**src/rtl/tbc_pkg.sv**
```systemverilog
// Shared opcodes and default widths for the 2-bit teaching computer core.
package tbc_pkg;

   localparam int TBC_ADDR_W = 2;
   localparam int TBC_R_W    = 2;

   localparam logic [1:0] OP_INC = 2'b00;
   localparam logic [1:0] OP_JNO = 2'b01;
   localparam logic [1:0] OP_HLT = 2'b10;
   localparam logic [1:0] OP_NOP = 2'b11;

endpackage

```
**src/rtl/tbc_decode.sv**
```systemverilog
// Combinational opcode decoder: one-hot inc/jno/hlt, all low for NOP or while reset is asserted.
module tbc_decode
   import tbc_pkg::*;
(
   input  logic       rst_i,
   input  logic [1:0] op_i,
   output logic       inc_o,
   output logic       jno_o,
   output logic       hlt_o
);

   always_comb begin
      inc_o = 1'b0;
      jno_o = 1'b0;
      hlt_o = 1'b0;
      if (!rst_i) begin
         unique case (op_i)
            OP_INC:  inc_o = 1'b1;
            OP_JNO:  jno_o = 1'b1;
            OP_HLT:  hlt_o = 1'b1;
            default: ;
         endcase
      end
   end

endmodule

```
**src/rtl/tbc_core.sv**
```systemverilog
// Sequential core of the 2-bit teaching computer: PC, R1, RS flag and halt state.
// Defining TBC_RUN_EN adds a run_i stall input; otherwise the core always runs.
module tbc_core
   import tbc_pkg::*;
#(
   parameter int ADDR_W = TBC_ADDR_W,
   parameter int R_W    = TBC_R_W
) (
   input  logic                          CLK,
   input  logic                          Reset,
`ifdef TBC_RUN_EN
   input  logic                          run_i,
`endif
   input  logic [ADDR_W*(2**ADDR_W)-1:0] prog_i,
   output logic [ADDR_W-1:0]             pc_o,
   output logic [ADDR_W-1:0]             instr_o,
   output logic [R_W-1:0]                r1_o,
   output logic                          rs_o,
   output logic                          hlt_o
);

   localparam int NWORDS = 2**ADDR_W;

   logic [ADDR_W-1:0] pc_q, pc_d;
   logic [R_W-1:0]    r1_q, r1_d;
   logic              rs_q, rs_d;
   logic              hlt_q, hlt_d;

   logic [ADDR_W-1:0] word [NWORDS];
   logic [ADDR_W-1:0] pc_p1, pc_p2, operand;
   logic [R_W-1:0]    r1_sum;
   logic              carry, run, exec;
   logic              dec_inc, dec_jno, dec_hlt;

   for (genvar k = 0; k < NWORDS; k++) begin : g_word
      assign word[k] = prog_i[k*ADDR_W +: ADDR_W];
   end

`ifdef TBC_RUN_EN
   assign run = run_i;
`else
   assign run = 1'b1;
`endif

   assign exec    = run && !hlt_q;
   assign pc_p1   = pc_q + ADDR_W'(1);
   assign pc_p2   = pc_q + ADDR_W'(2);
   assign instr_o = word[pc_q];
   // JNO operand lives in the following word, wrapping past the top of the image
   assign operand = word[pc_p1];
   assign {carry, r1_sum} = {1'b0, r1_q} + (R_W+1)'(1);

   tbc_decode u_decode (
      .rst_i (Reset),
      .op_i  (instr_o[1:0]),
      .inc_o (dec_inc),
      .jno_o (dec_jno),
      .hlt_o (dec_hlt)
   );

   always_comb begin
      pc_d  = pc_q;
      r1_d  = r1_q;
      rs_d  = rs_q;
      hlt_d = hlt_q;
      if (exec) begin
         if (dec_inc) begin
            r1_d = r1_sum;
            rs_d = carry;
            pc_d = pc_p1;
         end else if (dec_jno) begin
            pc_d = rs_q ? pc_p2 : operand;
         end else if (dec_hlt) begin
            hlt_d = 1'b1;
         end else begin
            pc_d = pc_p1;
         end
      end
   end

   always_ff @(posedge CLK) begin
      if (Reset) begin
         pc_q  <= '0;
         r1_q  <= '0;
         rs_q  <= 1'b0;
         hlt_q <= 1'b0;
      end else begin
         pc_q  <= pc_d;
         r1_q  <= r1_d;
         rs_q  <= rs_d;
         hlt_q <= hlt_d;
      end
   end

   assign pc_o  = pc_q;
   assign r1_o  = r1_q;
   assign rs_o  = rs_q;
   assign hlt_o = hlt_q;

endmodule

```
**config.mk**
```make
export PLATFORM = sky130hd
export DESIGN_NAME = tbc_core
export DESIGN_NICKNAME = d
export VERILOG_FILES = /design/src/rtl/tbc_pkg.sv /design/src/rtl/tbc_decode.sv /design/src/rtl/tbc_core.sv
export SDC_FILE = /design/constraint.sdc
export NUM_CORES = 1
export LEC_CHECK = 0
export BUFFER_PORTS_ARGS = -buffer_cell sky130_fd_sc_hd__clkbuf_2
export CAP_MARGIN = 40
export CORE_AREA = 2 2 39 41
export CTS_CLUSTER_DIAMETER = 50
export CTS_CLUSTER_SIZE = 20
export DETAILED_ROUTE_END_ITERATION = 6
export DIE_AREA = 0 0 41 43
export PLACE_DENSITY = 0.58
export SYNTH_ARGS = -nofsm -noshare
export SYNTH_HDL_FRONTEND = slang
export SYNTH_SLANG_ARGS = --single-unit
```
**constraint.sdc**
```tcl
create_clock -name CLK -period 1.85 [get_ports CLK]
set_input_delay 0.185 -clock CLK [delete_from_list [all_inputs] [get_ports CLK]]
set_output_delay 0.185 -clock CLK [all_outputs]
set_load 0.005 [all_outputs]
```
==> flow_summary.json <==
{
  "status": "completed",
  "slowest_delay_ns": 0.38,
  "design_area_um2": 610.6,
  "post_drt_wl_per_cell_um": 11.91,
  "grt_pass1_vias": 370,
  "synth_cells": 51,
  "power_uw": 868.6,
  "crit_buf_inv": 1,
  "cts_tree": "built",
  "clk_latency_ns": 0.24,
  "power.density_mw_per_mm2": 1423,
  "finalNetCount": 83,
  "vias": 445,
  "seq_area_um2": 121.4,
  "netlist_area_um2": 485.5,
  "slew_headroom": 0.6653,
  "fin_setup_tns_ns": 0,
  "dieWidth_um": 41,
  "post-route-util": 0.4412,
  "yosysSeqAreaShare": 0.2474,
  "timing.fmax_mhz": 596.8,
  "grt_setup_unrepaired": "no",
  "synth-edff-count": 0,
  "portBuffers": 17,
  "hold_path_class": "primary input to flip-flop",
  "fin_worst_skew_ns": 0.0009393,
  "fillCellCount": 149,
  "boundaryPins": 18,
  "slowest_stage": "dfxtp_2",
  "cp-end-kind": "flip-flop",
  "synth_cell_types": 27,
  "gp_congestion": 0.7472,
  "cts_buffer_depth": 2,
  "finalCritPeriodShare": 0.9058,
  "detailed_place_hpwl_um": 838.8,
  "arrival_ns": 1.82,
  "firstDrtPassIters": 4,
  "fin_crit_ns": 1.676,
  "synthMostInstantiatedCell": "nor2_1",
  "worst_slew_pin_slew_ns": 0.5005,
  "drv_slew": 0,
  "diodes": 0,
  "drc_errors": 0,
  "grt_use_total": 0.1245,
  "grt_start_max_net_pins": 10,
  "crit_chain": "buf_4, mux2_1, nor4b_1, a211oi_2, a311oi_1",
  "setup_viol": 0,
  "clkSinkCount": 6,
  "maxCapViolCount": 0,
  "core_mm2": 0.001384,
  "place_inst": 83,
  "clk_pin_slew_ns": 0.04,
  "die_area_mm2": 0.001763,
  "yosys_warnings": 0,
  "rows": 14,
  "antenna_found_initial": 0,
  "grt.overflow.total": 0,
  "die_h_um": 43,
  "ant_nets": 0,
  "drive_gt1_frac": 0.4429,
  "synth_area_per_cell_um2": 9.519,
  "yosysTopAreaCellShare": 0.2474,
  "hold_viol": 0,
  "mappedNetlistNets": 62,
  "synth_ff_type": "dfxtp_1",
  "clockRootBuffer": "clkbuf_4",
  "multi_input_area_um2": 327.8,
  "vdd_drop_max_uv": 582.8,
  "worstPathRequired_ns": 2.00,
  "synth_top_area_cell": "dfxtp_1",
  "postCtsSetupBuffers": 0,
  "p_leak_nw": 0.2609,
  "synth_area_leaders": "dfxtp_1, mux4_2, mux2i_1",
  "drtIter0Drc": 6,
  "async_reset_ff_frac": 0,
  "cts_made_buffers": 3,
  "cp_top_family": "compound AO/OA/AOI/OAI gates",
  "ys_ff_latch": 6,
  "area_growth_pct": 25.77,
  "stdcell_count": 86,
  "routed_via_density": 5.174,
  "place_area_um2": 581.8,
  "htreeDepth": 1,
  "cp_max_fo": 5,
  "initial_utilization": 0.3508,
  "cp-start-kind": "flip-flop",
  "ys_top_cells_by_count": "nor2_1, dfxtp_1, a21oi_1",
  "critical_path_class": "flip-flop to flip-flop",
  "wl_mm": 1.024,
  "grt_pass1_wl_mm": 1.476
}
-- layout by cell type, fill, tap and decap left out, types with 2 or more instances in the layout --
master and instances:
mux4_2 3, mux2i_1 3, xnor2_1 2, clkbuf_2 17
a21oi_1 4, o211ai_1 2, dfxtp_1 5, buf_4 3
nand3_1 2, clkbuf_4 3, nor2_1 7, inv_1 3
-- area by class of cell --
cell class / instances / area share
Clock buffer: 3 / 0.03689
Inverter: 3 / 0.01844
Multi-Input combinational cell: 38 / 0.5369
Sequential cell: 6 / 0.1988
Tap cell: 16 / 0.03279
Timing Repair Buffer: 20 / 0.1762
-- metal layers --
metal  wire, um  GRT usage  up-vias
li1           -          -      227
met1        486     0.1782      200
met2        454     0.1688       16
met3         69    0.03141        2
met4         14    0.06000        0
met5          0          0        -
-- path summary, 6_finish.rpt --
path            from       to  slack [ns]  cells past startpoint
max reg2reg  pc_o[0]  pc_o[0]        0.17                      5
min            Reset  pc_o[0]        0.21                      2
min reg2reg  r1_o[1]  r1_o[1]        0.52                      2
max          pc_o[0]  pc_o[0]        0.17                      5
-- stage by stage --
stage,hold WS (ns),worst slack (ns)
after detailed placement,0.4736,0.02780
after global routing,0.2295,0.06000
after floorplan,0.4625,0.1922
final,0.2069,0.1743
after CTS,0.2126,0.05729
after global placement,0.4769,0.04181
-- kinds of logic after synthesis --
family | synth area share
mux | 0.2242
compound gates | 0.1675
buf+inv | 0.08761
xor+xnor | 0.03609
fa+ha+maj | 0.02577
simple gates | 0.2114
flops | 0.2474
-- power by group --
part / total (mW) / internal (mW) / switching [mW]
combinational: 0.518 / 0.277 / 0.242
clock: 0.120 / 0.0733 / 0.0463
sequential: 0.231 / 0.173 / 0.0575
-- flip-flops by register name (all words and copies together) (netlist names) --
name / cells
hlt_o: 1
pc_o: 2
rs_o: 1
r1_o: 2
-- timing repair --
| action | CTS | global route |
|---|---|---|
| endpoints found under the setup margin | 0 | 1 |
| gates resized for setup | 0 | 2 |
| endpoints found under the hold margin | 0 | 0 |
| hold buffers | 0 | 0 |
Power figures use the tool's default switching activity.
